**config.mk**
```make
export PLATFORM = sky130hd
export DESIGN_NAME = dmem_responder
export DESIGN_NICKNAME = d
export VERILOG_FILES = /design/src/rtl/dmem_pkg.sv /design/src/rtl/dmem_array.sv /design/src/rtl/dmem_responder.sv
export SDC_FILE = /design/constraint.sdc
export NUM_CORES = 2
export LEC_CHECK = 0
export ABC_CLOCK_PERIOD_IN_PS = 4250
export BUFFER_PORTS_ARGS = -buffer_cell sky130_fd_sc_hd__buf_2
export CAP_MARGIN = 0
export CORE_ASPECT_RATIO = 0.75
export CORE_MARGIN = 3
export CORE_UTILIZATION = 45
export CTS_BUF_LIST = sky130_fd_sc_hd__clkbuf_16
export CTS_CLUSTER_DIAMETER = 30
export DETAILED_ROUTE_END_ITERATION = 6
export PLACE_DENSITY = 0.71
export SLEW_MARGIN = 20
export SYNTH_ARGS = -nofsm -noshare
export SYNTH_HDL_FRONTEND = slang
export SYNTH_SLANG_ARGS = --single-unit
```
**constraint.sdc**
```tcl
create_clock -name clk -period 4.25 [get_ports clk]
set_input_delay 0.2125 -clock clk [delete_from_list [all_inputs] [get_ports clk]]
set_output_delay 0.2125 -clock clk [all_outputs]
set_load 0.02 [all_outputs]
```
**src/rtl/dmem_pkg.sv**
```systemverilog
// dmem_pkg: shared types and widths for the data-memory responder.
package dmem_pkg;
    typedef enum logic [1:0] {IDLE, WAIT, DONE} state_e;
    localparam int WORD_W    = 32;
    localparam int CNT_W     = 4;
    localparam int ACC_CNT_W = 16;
endpackage

```
**src/rtl/dmem_array.sv**
```systemverilog
// dmem_array: single-port word RAM with synchronous write and registered read.
module dmem_array
    import dmem_pkg::*;
#(
    parameter int unsigned DEPTH = 64,
    parameter int unsigned AW    = $clog2(DEPTH)
) (
    input  logic              clk,
    input  logic              we,
    input  logic [AW-1:0]     a,
    input  logic [WORD_W-1:0] wd,
    output logic [WORD_W-1:0] rd
);
    logic [WORD_W-1:0] mem_q [DEPTH];
    logic [WORD_W-1:0] rd_q;

    always_ff @(posedge clk) begin
        if (we) mem_q[a] <= wd;
        rd_q <= mem_q[a];
    end

    assign rd = rd_q;
endmodule

```
**src/rtl/dmem_responder.sv**
```systemverilog
// dmem_responder: fixed-latency data-memory responder for the MEM stage;
// stalls the core WAIT_CYCLES per access and flags rejected requests.
module dmem_responder
    import dmem_pkg::*;
#(
    parameter int unsigned DEPTH       = 64,
    parameter int unsigned WAIT_CYCLES = 2,
    parameter int unsigned ACC_W       = ACC_CNT_W
) (
    input  logic             clk,
    input  logic             reset,
    input  logic             memread,
    input  logic             memwrite,
    input  logic [31:0]      addr,
    input  logic [31:0]      wdata,
    output logic [31:0]      rdata,
    output logic             rvalid,
    output logic             stall,
    output logic             err,
    output logic [ACC_W-1:0] acc_count
);
    localparam int unsigned AW = $clog2(DEPTH);

    state_e            state_q, state_d;
    logic [CNT_W-1:0]  cnt_q, cnt_d;
    logic              wr_q, wr_d;
    logic [AW-1:0]     idx_q, idx_d;
    logic [WORD_W-1:0] wd_q, wd_d;
    logic              rvalid_q, rvalid_d;
    logic              err_q, err_d;
    logic [ACC_W-1:0]  acc_q, acc_d;
    logic              req, bad, accept, access, ram_we;
    logic [AW-1:0]     ram_idx;
    logic [WORD_W-1:0] ram_wd, ram_rd;

    always_comb begin
        req      = memread | memwrite;
        bad      = (memread & memwrite) | (addr[1:0] != 2'b00) | (32'(addr[31:2]) >= DEPTH);
        accept   = (state_q == IDLE) & req & ~bad;
        access   = (accept & (WAIT_CYCLES == 1)) | ((state_q == WAIT) & req & (cnt_q == '0));
        state_d  = (state_q == DONE) ? IDLE
                 : (state_q == WAIT) ? (!req ? IDLE : (cnt_q == '0) ? DONE : WAIT)
                 : accept ? ((WAIT_CYCLES == 1) ? DONE : WAIT) : IDLE;
        cnt_d    = accept ? CNT_W'(WAIT_CYCLES - 2)
                 : (state_q == WAIT) ? cnt_q - CNT_W'(1) : cnt_q;
        wr_d     = accept ? memwrite : wr_q;
        idx_d    = accept ? addr[AW+1:2] : idx_q;
        wd_d     = accept ? wdata : wd_q;
        rvalid_d = access;
        err_d    = (state_q == IDLE) & req & bad;
        acc_d    = acc_q + ACC_W'(access);
        // A single-cycle access fires from IDLE, before the request is latched.
        ram_idx  = (state_q == IDLE) ? addr[AW+1:2] : idx_q;
        ram_wd   = (state_q == IDLE) ? wdata : wd_q;
        ram_we   = reset & access & ((state_q == IDLE) ? memwrite : wr_q);
    end

    always_ff @(posedge clk) begin
        if (!reset) begin
            state_q  <= IDLE;
            cnt_q    <= '0;
            rvalid_q <= 1'b0;
            err_q    <= 1'b0;
            acc_q    <= '0;
        end else begin
            state_q  <= state_d;
            cnt_q    <= cnt_d;
            wr_q     <= wr_d;
            idx_q    <= idx_d;
            wd_q     <= wd_d;
            rvalid_q <= rvalid_d;
            err_q    <= err_d;
            acc_q    <= acc_d;
        end
    end

    dmem_array #(.DEPTH(DEPTH), .AW(AW)) u_ram (
        .clk (clk),
        .we  (ram_we),
        .a   (ram_idx),
        .wd  (ram_wd),
        .rd  (ram_rd)
    );

    assign rdata     = (state_q == DONE && !wr_q) ? ram_rd : '0;
    assign rvalid    = rvalid_q;
    assign err       = err_q;
    assign acc_count = acc_q;
    assign stall     = reset & ((state_q == WAIT) | accept);
endmodule
```
==> out/qor.yml <==
critPathCaptureType: "flip-flop"
drive_gt1_frac: 0.169
cp_common_cell: "buf_4"
fin_crit_ns: 4.03
dieWidth_um: 499
antenna_left: 0
yosysMostFrequentCell: "edfxtp_1"
synth_edf_count: 2087
crit_path_cell_trace: "or2_2 -> mux2_8 -> buf_12 -> buf_4 -> o22ai_1 -> o21ai_0 -> buf_4 -> nand4_1 -> or4_1"
fmax_mhz: 248
ys_seq_elements: 2143
clock_path_buffers: 4
synth.top_cell.area_share: 0.763
path_delay_family: "simple AND/OR/NAND/NOR gates"
pwr-share-comb: 0.045
synth-async-reset-ratio: 0
critPathKind: "reg2reg"
drc_errors: 0
cts.sinks: 2143
via_count: 51400
synth_ff_type: "edfxtp_1"
drtIter0Drc: 8524
finalClockSkew_ns: 0.0902
crit_path_top_delay_cell: "mux2_8"
maxCapViolations: 0
switching_share: 0.217
met3_length_um: 34200
power_frac_seq: 0.482
grt_pass1_vias: 49700
peakVddDrop_mv: 0.344
wl_met2_um: 106000
crit_path_start_kind: "flip-flop"
fp.dieH_um: 376
worst-path-buf-inv: 3
setup_violations: 0
status: "finished, final reports clean"
cts_tree: "built"
gp_congestion: 0.885
cts_made_buffers: 274
slew_headroom: 0.222
start_util: 0.454
synthTopCellsByArea: "edfxtp_1 76%, mux2i_1 6.3%, nand2_1 3.9%, a21oi_1 2.6%, o22ai_1 2.1%"
topRoutingLayerUsed: "met5"
grt_max_degree: 70
synth_nets: 5327
min_path_type: "in2reg"
synth_cell_types: 61
grt.overflow.total: 0
clockRootBuffer: "clkbuf_16"
fin_tns_setup_ns: 0
io_buffers: 118
power.switching_mw: 10.5
ys_seq_area_frac: 0.777
synth_commonest_cells: "2087 x edfxtp_1, 860 x nand2_1, 516 x mux2i_1"
cpPeakStageDelay_ns: 0.65
required_ns: 5.00
p_int_mw: 37.8
antenna_found_initial: 13
yosysWarnings: 0
p_leak_nw: 33.8
io_pins: 119
synth_area_um2: 82100
drt-met1-wl_um: 93500
nNetsFinal: 5796
fin_hold_ws_ns: 0.0501
area_growth_pct: 19.3
wl_per_cell_um: 29.2
power_density_nw_per_um2: 493
slew_violations: 0
cts_setup_buffers: 0
clock_latency_ns: 0.92
design_area_um2: 98000
grt_use_total: 0.253
place_area_um2: 88500
grt_pass1_wl_um: 348000
finalWirelength_um: 243000
die-area_um2: 188000
hpwl_um: 143000
rsz0062_at_grt: "no"
worstPathArrival_ns: 4.78
htreeDepth: 5
crit_path_max_fanout: 47
final-hold-violation-count: 0
postLayoutCoreUtil: 0.542
clk_pin_slew_worst_paths_ns: 0.06
floorplan.rows: 135
netlist_instances: 5256
synth_area_per_cell_um2: 15.6
fin_crit_sh: 0.948
p_clk_frac: 0.473
n_fill_cell: 13700
vias_per_cell: 6.18
dr.pass1.iters: 6
worstMarginPinSlew_ns: 1.16
yosysTopAreaCell: "edfxtp_1"
core_region_area_um2: 181000
## area by class of cell
| cell class | instances | area, um^2 | share of cell area |
|---|---|---|---|
| well taps | 2397 | 3000 | 0.0306 |
| multi-input cells | 2799 | 17600 | 0.179 |
| diodes | 4 | 10.0 | 0.000102 |
| repair buffers | 504 | 4620 | 0.0472 |
| clock inverters | 191 | 1950 | 0.0199 |
| flip-flops and latches | 2143 | 63800 | 0.651 |
| inverters | 3 | 11.3 | 0.000115 |
| clock buffers | 281 | 7030 | 0.0718 |
## kinds of logic after synthesis
group,count (synthesis),share of synthesized area
compound gates,1036,0.0758
xor+xnor,13,0.00139
fa+ha+maj,3,0.000457
buf+inv,314,0.0187
flops,2143,0.777
mux,521,0.0637
simple gates,1226,0.0633
## per-layer routing
metal	track usage	vias to the layer above
li1	-	21300
met5	0	-
met3	0.0754	554
met4	0.0986	14
met2	0.370	3818
met1	0.358	25800
## path summary, 6_finish.rpt
path | to | slack (ns) | start | depth (start not counted)
worst max-delay path | u_ram.rd[11] | 0.22 | state_q[1] | 9
worst min-delay path | wd_q[6] | 0.05 | wdata[6] | 2
worst max register to register | u_ram.rd[11] | 0.22 | state_q[1] | 9
worst min register to register | cnt_q[1] | 0.52 | cnt_q[1] | 2
## power groups by stage
| stage | combinational [mW] | clock (mW) | sequential (mW) |
|---|---|---|---|
| 3_3_place_gp | 2.03 | 0 | 23.7 |
| 4_1_cts | 2.11 | 23.0 | 23.3 |
| 6_report | 2.17 | 22.9 | 23.3 |
| 5_1_grt | 2.26 | 23.9 | 23.3 |
| 3_5_place_dp | 2.06 | 0 | 23.7 |
| 2_1_floorplan | 1.10 | 0 | 23.7 |
## per-stage QoR
step | instances | setup slack, ns | total power [mW]
global route | 8318 | 0.132 | 49.4
global placement | 7799 | 0.228 | 25.8
finish | 8322 | 0.220 | 48.3
floorplan | 5256 | 0.479 | 24.8
detailed placement | 7799 | 0.159 | 25.8
CTS | 8318 | 0.0999 | 48.4
## timing repair
action	CTS	global route
hold buffers	47	0
gates resized for setup	0	1
endpoints found under the hold margin	63	0
setup endpoints to repair	0	1
## state kept, by name, indices dropped and copies added (netlist names)
register	flops
idx_q	6
cnt_q	4
wr_q	1
acc_count	16
u_ram.rd	32
wd_q	32
err	1
state_q	2
u_ram.mem_q	2048
rvalid	1
## cells in the final DEF (no fill, tap or decap), drive strengths merged, types with 24 or more instances in the layout
cell type,count
or4,30
clkinvlp,24
mux2i,516
dfxtp,56
buf,457
nor4,68
o22ai,274
nor2,143
clkinv,72
and2,49
nand2,860
edfxtp,2087
clkbuf,281
o21ai,143
a21oi,423
bufinv,30
a22o,71
dlygate4sd3,47
inv,68
a221oi,53
Power figures use the tool's default switching activity.
